### src/rtl/seg7_scan.sv
// Time-multiplexed 4-digit common-anode 7-segment driver with per-frame input
// snapshot, inter-digit ghost blanking, leading-zero blanking and decimal points.
module seg7_scan #(
  parameter int unsigned SCAN_DIV  = 50000,
  parameter int unsigned BLANK_CYC = 1000
) (
  input  logic       clk,
  input  logic       rst_n,
  input  logic       en,
  input  logic [3:0] bcd3,
  input  logic [3:0] bcd2,
  input  logic [3:0] bcd1,
  input  logic [3:0] bcd0,
  input  logic       blank_lz,
  input  logic [3:0] dp_mask,
  output logic [3:0] an,
  output logic [6:0] seg,
  output logic       dp
);

  localparam int unsigned CW = $clog2(SCAN_DIV);
  localparam logic [CW-1:0] LAST      = CW'(SCAN_DIV - 1);
  localparam logic [CW-1:0] BLANK_END = CW'(BLANK_CYC);

  logic [CW-1:0] cnt;
  logic [1:0]    idx;
  logic [3:0]    snap3, snap2, snap1, snap0;
  logic          snap_lz;
  logic [3:0]    snap_dp;

  logic [3:0]    digit;
  logic          digit_blank;
  logic          dark;
  logic [3:0]    nxt_an;
  logic [6:0]    nxt_seg;
  logic          nxt_dp;
  logic          frame_wrap;

  function automatic logic [6:0] decode(input logic [3:0] d);
    case (d)
      4'd0:    decode = 7'b1000000;
      4'd1:    decode = 7'b1111001;
      4'd2:    decode = 7'b0100100;
      4'd3:    decode = 7'b0110000;
      4'd4:    decode = 7'b0011001;
      4'd5:    decode = 7'b0010010;
      4'd6:    decode = 7'b0000010;
      4'd7:    decode = 7'b1111000;
      4'd8:    decode = 7'b0000000;
      4'd9:    decode = 7'b0010000;
      default: decode = 7'b0111111;
    endcase
  endfunction

  assign frame_wrap = (idx == 2'd3) && (cnt == LAST);

  always_comb begin
    digit       = snap0;
    digit_blank = 1'b0;
    case (idx)
      2'd0: digit = snap0;
      2'd1: begin
        digit       = snap1;
        digit_blank = snap_lz && (snap3 == 4'd0) && (snap2 == 4'd0) && (snap1 == 4'd0);
      end
      2'd2: begin
        digit       = snap2;
        digit_blank = snap_lz && (snap3 == 4'd0) && (snap2 == 4'd0);
      end
      default: begin
        digit       = snap3;
        digit_blank = snap_lz && (snap3 == 4'd0);
      end
    endcase

    dark = (cnt < BLANK_END) || digit_blank;
    if (dark) begin
      nxt_an  = '1;
      nxt_seg = '1;
      nxt_dp  = 1'b1;
    end else begin
      nxt_an  = ~(4'b0001 << idx);
      nxt_seg = decode(digit);
      nxt_dp  = ~snap_dp[idx];
    end
  end

  always_ff @(posedge clk) begin
    if (!rst_n) begin
      cnt     <= '0;
      idx     <= '0;
      snap3   <= '0;
      snap2   <= '0;
      snap1   <= '0;
      snap0   <= '0;
      snap_lz <= 1'b0;
      snap_dp <= '0;
      an      <= '1;
      seg     <= '1;
      dp      <= 1'b1;
    end else if (!en) begin
      // Tracking the inputs while idle means the first frame after enable is current.
      cnt     <= '0;
      idx     <= '0;
      snap3   <= bcd3;
      snap2   <= bcd2;
      snap1   <= bcd1;
      snap0   <= bcd0;
      snap_lz <= blank_lz;
      snap_dp <= dp_mask;
      an      <= '1;
      seg     <= '1;
      dp      <= 1'b1;
    end else begin
      an  <= nxt_an;
      seg <= nxt_seg;
      dp  <= nxt_dp;
      if (cnt == LAST) begin
        cnt <= '0;
        idx <= idx + 2'd1;
      end else begin
        cnt <= cnt + 1'b1;
      end
      if (frame_wrap) begin
        snap3   <= bcd3;
        snap2   <= bcd2;
        snap1   <= bcd1;
        snap0   <= bcd0;
        snap_lz <= blank_lz;
        snap_dp <= dp_mask;
      end
    end
  end

endmodule
### config.mk
export PLATFORM = sky130hd
export DESIGN_NAME = seg7_scan
export DESIGN_NICKNAME = d
export VERILOG_FILES = /design/src/rtl/seg7_scan.sv
export SDC_FILE = /design/constraint.sdc
export NUM_CORES = 1
export LEC_CHECK = 0
export ABC_AREA = 1
export CAP_MARGIN = 20
export CORE_ASPECT_RATIO = 1.25
export CORE_MARGIN = 3
export CORE_UTILIZATION = 50
export CTS_CLUSTER_SIZE = 8
export DETAILED_ROUTE_END_ITERATION = 10
export GPL_TIMING_DRIVEN = 1
export PLACE_DENSITY = 0.72
export SYNTH_ARGS = -nofsm -noshare
export SYNTH_HDL_FRONTEND = slang
export SYNTH_SLANG_ARGS = --single-unit
### constraint.sdc
create_clock -name clk -period 2.4 [get_ports clk]
set_input_delay 0.48 -clock clk [delete_from_list [all_inputs] [get_ports clk]]
set_output_delay 0.48 -clock clk [all_outputs]
set_load 0.01 [all_outputs]
==> reports/qor.txt, run 1 <==
Vias in the first global route = 2301
Vias per std cell = 5.16
Share of the synthesized area in the top cell type = 39.3%
Syn Std Cell Area = 2600 sq um
Worst slew pin tran = 0.491 ns
Routed WL = 5610 microns
Root buffer cell = clkbuf_8
Power per cell area = 543 nW/um^2
Hold_buf cts = 0
Worst-Skew Late Latency = 0.30 ns
Most common cell in the netlist = nand2_1
Net Sw Power = 0.384 mW
Max Cap Viol = 0
Slowest CP cell = dfxtp_1
Mean Syn Cell Area = 6.88 sq um
Post-DRT Antenna Nets = 0
H-tree levels = 2
Iter 0 DRT Violations = 121
Yosys reg bits = 51
Status = complete, no violations
Post-Syn Instances = 378
Initial antenna violation count = 0
Worst Path Max Fanout = 7
Final Setup Violations = 0
Peak VDD IR = 286 uV
Achievable clock frequency = 477 MHz
P_int = 1.29 mW
Initial core utilization = 53.4%
TritonCTS clock tree = done
Sw Share = 22.9%
Buffers on Ports = 35
Delay-heaviest family, CP = adder cells
Clk slew on worst S/H paths = 0.09 ns
CTS resizes = 0
Worst Path Required = 2.58 ns
Static Leakage = 1.29 nW
Yosys cell types = 23
Hold Vio Cnt, Final = 0
Largest net degree at the start of global routing = 44
Seq pwr share = 52.9%
Area grow syn2layout = 18.5%
RSZ-0062 raised after global routing = false
DRC viols = 0
CTS Buf Count = 5
Minimum clock period after layout = 2.10 ns
Critical path class = register to register
Clk buf depth = 2
Yosys warning count = 0
Post-synth ARST share = 0%
Chip width = 70.5 microns
Sequential fraction of the synthesis area = 39.3%
Crit end category = register
Leading post-synthesis cells by cell area = dfxtp_1, nand2_1, a21oi_1, nand3_1, nor2_1
GRT Total Usage = 19.8%
Clock Power Share = 36.9%
Via count = 2436
WP buf/inv = 1
CTS sink cnt = 51
Detail Placement HPWL = 4250 microns
Logic pwr share = 10.2%
Worst Skew = 0.00649 ns
Setup Buffers After CTS = 0
Routability cong. = 0.894
Post-synth EDFFs = 0
Die height = 86.6 microns
Max incr delay on CP = 0.46 ns
FILL cells = 459
Synth cell count leaders = nand2_1, dfxtp_1, nor2_1, inv_1, a21oi_1
Yosys top cell by area = dfxtp_1
Die Area = 6110 sq um
Setup Total Neg Slack = 0 ns
First-pass GRT wire length = 9870 microns
Main synth FF type = dfxtp_1
Slew headroom = 67.2%
Final #Nets = 444
Final Max Tran Viols = 0
Synthesized Nets = 411
I/O pin total = 36
Grt ovf = 0
Antenna diode count = 0
HP Class = register to register
DRT Pass-1 Iters = 4
Worst-path cell chain = inv_1 > ha_1 > nand2_1 > nand2_1 > o21bai_1 > ha_1 > nand3_1 > nand3_1 > nand4_1
Crit path DAT = 2.28 ns
Final Cycle Share = 87.4%
Layout Utilization = 63.3%
Critical Path Source Type = register
Wire length per cell = 11.9 microns
Core Rows = 28
Fraction of layout cells with a size suffix above 1 = 6.07%
Core box area = 4870 sq um
area by class of cell:
type / count / area (sq um) / area share [%]
sequential: 51 / 1020 / 33.1
inverter: 49 / 184 / 5.97
multi-input combinational: 266 / 1310 / 42.5
clock buffer: 6 / 82.6 / 2.68
timing repair buffer: 38 / 373 / 12.1
clock inverter: 2 / 35.0 / 1.14
tap: 60 / 75.1 / 2.44
layer usage:
layer	up-vias	global-route usage [%]	wire length, microns
met1	1078	22.9	2430
met4	0	10.5	179
met2	64	34.7	2800
met3	19	3.36	204
met5	-	0	0
li1	1275	-	-
cells in the final DEF, fill, tap and decap left out, types with 3 or more instances in the layout:
cell | netlist | routed
nand3_1 | 39 | 39
buf_4 | 2 | 3
inv_1 | 46 | 46
o21bai_1 | 3 | 3
nor3_1 | 8 | 8
ha_1 | 9 | 9
nor2_4 | 3 | 3
nor2_1 | 48 | 48
dfxtp_1 | 51 | 51
a21oi_1 | 41 | 41
nand3_2 | 6 | 6
clkbuf_8 | 0 | 6
clkdlybuf4s50_1 | 0 | 35
o21ai_0 | 7 | 7
nand2_1 | 90 | 90
inv_2 | 3 | 3
nand4_1 | 8 | 8
through the flow:
step                      instances  worst slack [ns]  power, mW  hold WS, ns  area, sq um
after floorplan                 378             0.509       1.01        0.417         2600
after global placement          464             0.321       1.07        0.426         2960
after detailed placement        464             0.293       1.08        0.438         2960
after CTS                       472             0.324       1.69        0.458         3080
after global routing            472            0.0984       1.75        0.498         3080
final                           472             0.301       1.67        0.454         3080
power by group through the flow:
stage	combinational (mW)	clock (mW)	sequential [mW]
after floorplan	0.109	0	0.901
after global placement	0.167	0	0.905
after detailed placement	0.170	0	0.906
after CTS	0.171	0.631	0.886
after global routing	0.194	0.666	0.889
final	0.170	0.618	0.886
cell families after synthesis:
group / count (synthesis) / synth area share, %
AOI/OAI and AO/OA: 52 / 10.3
xor gates and xnor gates: 1 / 0.337
adders and majority gates: 9 / 4.33
buffers and inverters: 61 / 10.3
DFF: 51 / 39.3
and+or+nand+nor: 204 / 35.4
state kept, by name, indices dropped and copies added, names as in the netlist:
register / count
seg: 7
snap3: 4
cnt: 16
snap0: 4
snap_lz: 1
an: 4
dp: 1
idx: 2
snap2: 4
snap_dp: 4
snap1: 4
worst paths after layout:
path | from | end | slack (ns) | cells after the start
min reg2reg | cnt[0] | cnt[0] | 0.45 | 1
min | cnt[0] | cnt[0] | 0.45 | 1
max reg2reg | idx[0] | seg[4] | 0.30 | 9
max | idx[0] | seg[4] | 0.30 | 9
Note: power is estimated with default switching activity, not from simulation.
==> run 2: changes to the inputs <==
Settings changed: CTS_BUF_LIST from default to sky130_fd_sc_hd__clkbuf_16.
==> reports/qor.txt, run 2 (synthesized netlist as in run 1, its figures left out) <==
Status = complete, no violations
Root buffer cell = clkbuf_16
Final #Nets = 444
FILL cells = 458
Crit end category = register
Setup Buffers After CTS = 0
Final Max Tran Viols = 0
Critical Path Source Type = register
Clock Power Share = 42.5%
HP Class = register to register
Max reg flops = 16
Max incr delay on CP = 0.46 ns
CP Capture Point = seg[4]
Pre-CTS setup slack = 0.293 ns
Setup Total Neg Slack = 0 ns
Commonest non-fill, non-tap cell in the layout = nand2_1
Crit path DAT = 2.28 ns
Detail Placement HPWL = 4250 microns
Grt ovf = 0
Largest registers = cnt (16), seg (7)
Max Cap Viol = 0
Routed WL = 5630 microns
Hold_buf cts = 0
CTS Buf Count = 5
Final Cycle Share = 88.2%
Fraction of layout cells with a size suffix above 1 = 5.83%
Routability cong. = 0.894
Hold path depth = 1
Clk buf depth = 2
Worst Setup SP = idx[0]
First-pass GRT wire length = 9900 microns
Register name with the most flops = cnt
Post-DRT Antenna Nets = 0
Hold Vio Cnt, Final = 0
CTS sink cnt = 51
Critical Path Stages = 9
RSZ-0062 raised after global routing = false
Chip width = 70.5 microns
Die height = 86.6 microns
Seq pwr share = 48.2%
Slowest CP cell = dfxtp_1
Most frequent cells in the layout = nand2_1, dfxtp_1, nor2_1
Core box area = 4870 sq um
Worst Path Required = 2.56 ns
Clk slew on worst S/H paths = 0.07 ns
Minimum clock period after layout = 2.12 ns
Worst slew pin tran = 0.496 ns
I/O pin total = 36
H-tree levels = 2
Initial antenna violation count = 0
R2R depth = 9
Logic pwr share = 9.3%
Via count = 2420
Antenna diode count = 0
Buffers on Ports = 35
Delay-heaviest family, CP = adder cells
Vias in the first global route = 2327
CTS resizes = 0
Final Setup Violations = 0
WP buf/inv = 1
Largest net degree at the start of global routing = 44
Iter 0 DRT Violations = 118
TritonCTS clock tree = done
Area grow syn2layout = 20.3%
Achievable clock frequency = 472 MHz
Initial core utilization = 53.4%
Die Area = 6110 sq um
R2r setup slk = 0.28 ns
Fin worst setup slack = 0.282 ns
Slew headroom = 66.9%
Peak VDD IR = 367 uV
Worst Skew = 0.00550 ns
DRC viols = 0
P_int = 1.44 mW
Worst Path Max Fanout = 7
GRT Total Usage = 19.8%
Final Power = 1.84 mW
Worst-Skew Late Latency = 0.28 ns
DRT Pass-1 Iters = 4
Critical path class = register to register
Net Sw Power = 0.401 mW
Static Leakage = 1.31 nW
Reg-to-reg critical path endpoint = seg[4]
Wire length per cell = 11.9 microns
Core Rows = 28
Power per cell area = 588 nW/um^2
Reg-to-Reg Start = idx[0]
Worst-path cell chain = inv_1 > ha_1 > nand2_1 > nand2_1 > o21bai_1 > ha_1 > nand3_1 > nand3_1 > nand4_1
Vias per std cell = 5.13
Sw Share = 21.8%
[run 2: changes by cell type in the layout (fill, tap and decap cells not counted), sizes merged]
cell / previous run / this run
clkbuf: 6 / 5
clkinv: 1 / 2
[run 2: power by group through the flow]
stage | Clock, mW | Combinational, mW | Sequential, mW
2_1_floorplan | 0 | 0.109 | 0.901
5_1_grt | 0.830 | 0.195 | 0.889
3_3_place_gp | 0 | 0.167 | 0.905
3_5_place_dp | 0 | 0.170 | 0.906
4_1_cts | 0.799 | 0.171 | 0.887
6_report | 0.783 | 0.170 | 0.887
[run 2: area by class of cell]
class | count | area (sq um) | area share, %
multi-input combinational | 266 | 1310 | 41.9
clock buffer | 5 | 125 | 4.00
inverter | 49 | 184 | 5.88
timing repair buffer | 38 | 373 | 11.9
sequential | 51 | 1020 | 32.7
tap | 60 | 75.1 | 2.40
clock inverter | 3 | 38.8 | 1.24
[run 2: worst reg2reg max path, cell delays in order (launching register included)]
cell      delay (ns)
dfxtp_1         0.46
inv_1           0.15
ha_1            0.28
nand2_1         0.10
nand2_1         0.07
o21bai_1        0.37
ha_1            0.28
nand3_1         0.09
nand3_1         0.11
nand4_1         0.09
[run 2: worst min path at each step]
stage,start,slack (ns),endpoint
after global placement,cnt[0],0.43,cnt[0]
after floorplan,cnt[0],0.42,cnt[0]
after detailed placement,cnt[0],0.44,cnt[0]
final,cnt[0],0.45,cnt[0]
after global routing,cnt[14],0.49,cnt[14]
after CTS,cnt[0],0.45,cnt[0]
[run 2: through the flow]
step	util, %	cells	hold WS (ns)	instance area, sq um
after detailed placement	60.8	464	0.438	2960
after global routing	64.2	472	0.494	3130
after floorplan	-	378	0.417	2600
final	64.2	472	0.449	3130
after CTS	64.2	472	0.453	3130
after global placement	60.8	464	0.426	2960
[run 2: routing by layer]
| layer | wire length, microns | track usage, % | share of wire [%] |
|---|---|---|---|
| met5 | 0 | 0 | 0 |
| met4 | 147 | 10.5 | 2.6 |
| met3 | 154 | 2.55 | 2.7 |
| met2 | 2890 | 35.9 | 51 |
| met1 | 2430 | 22.4 | 43 |
